File: config.mk
export PLATFORM = sky130hd
export DESIGN_NAME = colour_reg_writer
export DESIGN_NICKNAME = d
export VERILOG_FILES = /design/src/rtl/colour_reg_writer_pkg.sv /design/src/rtl/colour_reg_writer_sync_fifo.sv /design/src/rtl/colour_reg_writer.sv
export SDC_FILE = /design/constraint.sdc
export NUM_CORES = 1
export LEC_CHECK = 0
export CORE_MARGIN = 4
export CORE_UTILIZATION = 30
export DETAILED_ROUTE_END_ITERATION = 10
export HOLD_SLACK_MARGIN = 0.08
export SLEW_MARGIN = 20
export SYNTH_ARGS = -nofsm -noshare
export SYNTH_HDL_FRONTEND = slang
export SYNTH_SLANG_ARGS = --single-unit
File: constraint.sdc
create_clock -name clk -period 3.1 [get_ports clk]
set_clock_uncertainty 0.1 [all_clocks]
set_input_delay 0.31 -clock clk [delete_from_list [all_inputs] [get_ports clk]]
set_output_delay 0.31 -clock clk [all_outputs]
set_load 0.005 [all_outputs]
File: src/rtl/colour_reg_writer_pkg.sv
// Shared definitions for the Denise colour-table writer: CLUT geometry, register map and entry layout.
package colour_reg_writer_pkg;

    localparam int CLUT_IDX_W = 5;
    localparam int CLUT_RGB_W = 12;

    localparam logic [8:0] COLOR00_BYTE_ADDR = 9'h180;
    localparam logic [7:0] COLOR00_WORD_ADDR = COLOR00_BYTE_ADDR[8:1];

    typedef struct packed {
        logic [CLUT_IDX_W-1:0] idx;
        logic [CLUT_RGB_W-1:0] rgb;
    } clut_entry_t;

    // The 32 colour registers occupy one aligned block, so only the top three word-address bits select it.
    function automatic logic is_colour_reg(input logic [7:0] addr, input logic [7:0] base);
        return (addr & 8'hE0) == (base & 8'hE0);
    endfunction

endpackage

File: src/rtl/colour_reg_writer_sync_fifo.sv
// Small synchronous FIFO holding pending colour writes; pointers carry an extra wrap bit for full/empty.
module colour_reg_writer_sync_fifo #(
    parameter int WIDTH = 17,
    parameter int DEPTH = 4
) (
    input  logic             clk,
    input  logic             rst,
    input  logic             i_push,
    input  logic             i_pop,
    input  logic [WIDTH-1:0] i_wdata,
    output logic [WIDTH-1:0] o_rdata,
    output logic             o_full,
    output logic             o_empty
);

    localparam int AW = $clog2(DEPTH);
    localparam logic [AW:0] PTR_ONE = (AW+1)'(1);

    logic [WIDTH-1:0] r_mem [DEPTH];
    logic [AW:0]      r_wr_ptr;
    logic [AW:0]      r_rd_ptr;
    logic             w_do_push;
    logic             w_do_pop;

    // Same low bits with differing wrap bits means the writer has lapped the reader.
    assign o_empty   = (r_wr_ptr == r_rd_ptr);
    assign o_full    = (r_wr_ptr[AW] != r_rd_ptr[AW]) && (r_wr_ptr[AW-1:0] == r_rd_ptr[AW-1:0]);
    assign w_do_pop  = i_pop && !o_empty;
    assign w_do_push = i_push && (!o_full || w_do_pop);
    assign o_rdata   = r_mem[r_rd_ptr[AW-1:0]];

    always_ff @(posedge clk or posedge rst) begin
        if (rst) begin
            r_wr_ptr <= '0;
            r_rd_ptr <= '0;
        end else begin
            if (w_do_push) begin
                r_wr_ptr <= r_wr_ptr + PTR_ONE;
            end
            if (w_do_pop) begin
                r_rd_ptr <= r_rd_ptr + PTR_ONE;
            end
        end
    end

    always_ff @(posedge clk) begin
        if (w_do_push) begin
            r_mem[r_wr_ptr[AW-1:0]] <= i_wdata;
        end
    end

endmodule

File: src/rtl/colour_reg_writer.sv
// Writer side of the Denise colour lookup table: decodes COLORxx register writes, queues them and
// issues each one to the CLUT write port only when the timing generator grants a slot.
module colour_reg_writer
    import colour_reg_writer_pkg::*;
#(
    parameter int         DEPTH      = 4,
    parameter logic [7:0] COLOR_BASE = COLOR00_WORD_ADDR
) (
    input  logic                  clk,
    input  logic                  rst,
    input  logic                  rga_strobe,
    input  logic [7:0]            rga_addr,
    input  logic [15:0]           rga_data,
    input  logic                  wr_slot_en,
    input  logic                  ovf_clr,
    output logic                  cpu_wr,
    output logic [CLUT_IDX_W-1:0] cpu_idx,
    output logic [CLUT_RGB_W-1:0] cpu_rgb,
    output logic                  fifo_full,
    output logic                  busy,
    output logic                  overflow
);

    clut_entry_t           w_entry;
    clut_entry_t           w_head;
    logic                  w_hit;
    logic                  w_pop;
    logic                  w_full;
    logic                  w_empty;
    logic                  w_unused_data;
    logic                  r_cpu_wr;
    logic [CLUT_IDX_W-1:0] r_cpu_idx;
    logic [CLUT_RGB_W-1:0] r_cpu_rgb;
    logic                  r_overflow;

    assign w_hit         = rga_strobe && is_colour_reg(rga_addr, COLOR_BASE);
    assign w_entry.idx   = rga_addr[CLUT_IDX_W-1:0];
    assign w_entry.rgb   = rga_data[CLUT_RGB_W-1:0];
    assign w_unused_data = ^rga_data[15:12];

    // Pop decisions use registered occupancy only, so a fresh write can never bypass the queue.
    assign w_pop = wr_slot_en && !w_empty;

    colour_reg_writer_sync_fifo #(
        .WIDTH ($bits(clut_entry_t)),
        .DEPTH (DEPTH)
    ) u_fifo (
        .clk     (clk),
        .rst     (rst),
        .i_push  (w_hit),
        .i_pop   (w_pop),
        .i_wdata (w_entry),
        .o_rdata (w_head),
        .o_full  (w_full),
        .o_empty (w_empty)
    );

    always_ff @(posedge clk or posedge rst) begin
        if (rst) begin
            r_cpu_wr  <= 1'b0;
            r_cpu_idx <= '0;
            r_cpu_rgb <= '0;
        end else begin
            r_cpu_wr <= w_pop;
            if (w_pop) begin
                r_cpu_idx <= w_head.idx;
                r_cpu_rgb <= w_head.rgb;
            end
        end
    end

    // A dropped write wins over a clear in the same cycle so no loss goes unreported.
    always_ff @(posedge clk or posedge rst) begin
        if (rst) begin
            r_overflow <= 1'b0;
        end else if (w_hit && w_full && !w_pop) begin
            r_overflow <= 1'b1;
        end else if (ovf_clr) begin
            r_overflow <= 1'b0;
        end
    end

    assign cpu_wr    = r_cpu_wr;
    assign cpu_idx   = r_cpu_idx;
    assign cpu_rgb   = r_cpu_rgb;
    assign fifo_full = w_full;
    assign busy      = !w_empty || r_cpu_wr;
    assign overflow  = r_overflow;

endmodule
==> reports/metrics.yaml <==
outcome:
  outcome: "complete, no violations"
worst_setup_path:
  critPathTopFamily: "buffers and inverters"
  critPathArrivalTime_ns: 2.06
  cpMaxStageDelayCell: "or4_1"
  required_ns: 2.69
  path_depth: 4
  slowest_delay_ns: 0.49
  crit_type: "register to output pin"
  path_max_fanout: 10
  critPathBufInv: 2
  cp-start-kind: "register"
  crit_chain: "buf_4, xor2_1, or4_1, clkdlybuf4s50_1"
  ff2ff_path_depth: 5
  endpoint_kind: "output pin"
synthesis:
  netlist.area_leader.share_pct: 55.8
  yosysWarnings: 0
  synth_area_per_cell_um2: 21.0
  synth.largest_area_cell: "edfxtp_1"
  syn_nets: 208
  ys_seq_elements: 93
  syn_area_um2: 3660
  synthCells: 174
  synth_cell_type_count: 31
  netlist_top_cells_area: "edfxtp_1 56%, dfrtp_1 17%, mux4_2 10%"
  ys_seq_area_share_pct: 72.9
global_route:
  use_met2_pct: 15.3
  busiest_layer: "met2"
  antenna_found_initial: 0
  use_met1_pct: 12.7
  grt_pass1_vias: 1878
  overflow: 0
  grt.met3_usage_pct: 3.25
  grtUsageTotal_pct: 9.86
  grt_first_pass_wirelength_um: 10400
  grt_max_degree: 20
pwr:
  switchingPower_mw: 1.10
  p_leak_nw: 1.63
  p_int_mw: 2.97
  irDropWorstVdd_v: 0.000303
  power_frac_comb_pct: 32.6
  powerDensity_nw_per_um2: 878
  clock_power_share_pct: 26.6
  switching_share_pct: 27.0
  seq_power_share_pct: 40.8
floorplan:
  die_h_um: 118
  boundaryPins: 50
  core_area_um2: 12000
  die_width_um: 118
  die-area_um2: 14000
  rows: 40
  start_util_pct: 30.6
placed_design:
  io_buffers: 45
  gp_congestion: 0.723
  place_hpwl_um: 4250
  placed_cell_area_um2: 4340
layout:
  fin_area_um2: 4640
  n_fill_cell: 1091
  diodes: 0
  area_growth_syn_to_layout_pct: 26.7
  nets: 271
  drive_gt1_share_pct: 27.3
drt:
  drt-initial-drc-count: 108
  drc: 0
  dr.pass1.iters: 4
  wl_um: 6450
  avgRoutedWirePerCell_um: 16.6
  routed_via_density: 4.53
  antenna_left: 0
  vias: 1762
timing:
  finalMaxSlewViolations: 0
  rsz0062_at_grt: "no"
  min_period_over_period_pct: 79.5
  setup_viol: 0
  final_hold_viol_count: 0
  relSlewSlack_pct: 64.5
  worst_pin_slew_ns: 0.531
  fmax_ghz: 0.406
  tns_ns: 0
  min_period_ns: 2.47
cts:
  postCtsResizedCells: 0
  hold_buffers: 0
  cts-root-buf: "clkbuf_16"
  cts_setup_buffers: 0
  clock-sinks: 93
  cts_tree: "built"
  cts_buffers: 9
  htree_levels: 3
  worstSkewPairLatency_ns: 0.33
  path_clk_slew_ns: 0.06
  clock_path_buffers: 2
min_path:
  hp-class: "input port to asynchronous set/reset pin"
run:
  cap_violations: 0
[power by group through the flow]
stage | Sequential [mW] | Clock, mW | Combinational [mW]
after floorplan | 1.68 | 0 | 0.869
after global placement | 1.68 | 0 | 1.35
after detailed placement | 1.68 | 0 | 1.36
after CTS | 1.66 | 1.12 | 1.37
after global routing | 1.69 | 1.18 | 1.46
final | 1.66 | 1.08 | 1.33
[area by class of cell]
class | instances | area [um^2] | area share (%)
repair buffers | 57 | 541 | 11.7
inverters | 7 | 28.8 | 0.621
clock buffers | 12 | 246 | 5.32
flip-flops and latches | 93 | 2670 | 57.5
well taps | 147 | 184 | 3.97
clock inverters | 4 | 47.5 | 1.03
multi-input cells | 69 | 921 | 19.9
[state kept, by name, indices dropped and copies added (netlist names)]
signal and flops:
u_fifo.r_mem 68, cpu_idx 5, cpu_rgb 12, u_fifo.r_wr_ptr 3, overflow 1, u_fifo.r_rd_ptr 3
cpu_wr 1
[layer usage]
metal	up-vias	share of wire [%]	wire length, um
met5	-	0	0
met4	0	1.4	93
met3	7	4.9	317
met2	37	48	3070
met1	906	46	2970
li1	812	-	-
[synthesized netlist by cell type]
cell type	instances
a41oi_1	1
o21ai_0	1
a31oi_1	1
buf_2	1
mux2_2	10
nor2b_1	1
inv_1	6
nand4_1	2
ha_1	5
mux2_4	9
edfxtp_1	68
nand2_1	1
buf_12	1
clkbuf_1	1
mux4_2	17
nor4_1	1
buf_6	1
and2_1	3
or4_1	1
xor2_1	3
xnor2_1	5
nand4b_1	1
nand2b_1	1
inv_4	1
o311ai_0	1
buf_4	1
nor3_1	2
o31ai_4	1
xor2_2	1
dfrtp_1	25
o22ai_1	1
[path summary, 6_finish.rpt]
kind | to | start | slack, ns
max | busy | u_fifo.r_rd_ptr[1] | 0.63
min | u_fifo.r_rd_ptr[2] | rst | 0.22
max reg2reg | u_fifo.r_mem[2][2] | u_fifo.r_rd_ptr[0] | 0.99
min reg2reg | cpu_idx[0] | cpu_idx[0] | 0.41
max in group asynchronous | cpu_idx[0] | rst | 2.08
min in group clk | cpu_idx[0] | cpu_idx[0] | 0.41
[logic make-up after synthesis]
family,after synthesis,share of synthesized area [%]
flops,93,72.9
mux,36,17.2
simple gates,13,2.19
buf+inv,12,2.09
xor+xnor,9,2.36
compound gates,6,1.54
fa+ha+maj,5,1.71
[cell usage in the layout (no fill, tap or decap), drive strengths merged, types with 3 or more instances in the layout]
cell type	instances
and2	3
buf	12
clkbuf	12
clkdlybuf4s50	45
dfrtp	25
edfxtp	68
ha	5
inv	7
mux2	19
mux4	17
xnor2	5
xor2	4
[metrics by stage]
| stage | total power [mW] | instances | setup slack [ns] | hold slack (ns) | util [%] |
|---|---|---|---|---|---|
| 2_1_floorplan | 2.55 | 174 | 0.505 | 0.237 | - |
| 3_3_place_gp | 3.03 | 373 | 0.744 | 0.393 | 36.3 |
| 3_5_place_dp | 3.05 | 373 | 0.714 | 0.391 | 36.3 |
| 4_1_cts | 4.14 | 389 | 0.599 | 0.248 | 38.8 |
| 5_1_grt | 4.32 | 389 | 0.502 | 0.290 | 38.8 |
| 6_report | 4.07 | 389 | 0.635 | 0.221 | 38.8 |
(Power assumes the default switching activity.)
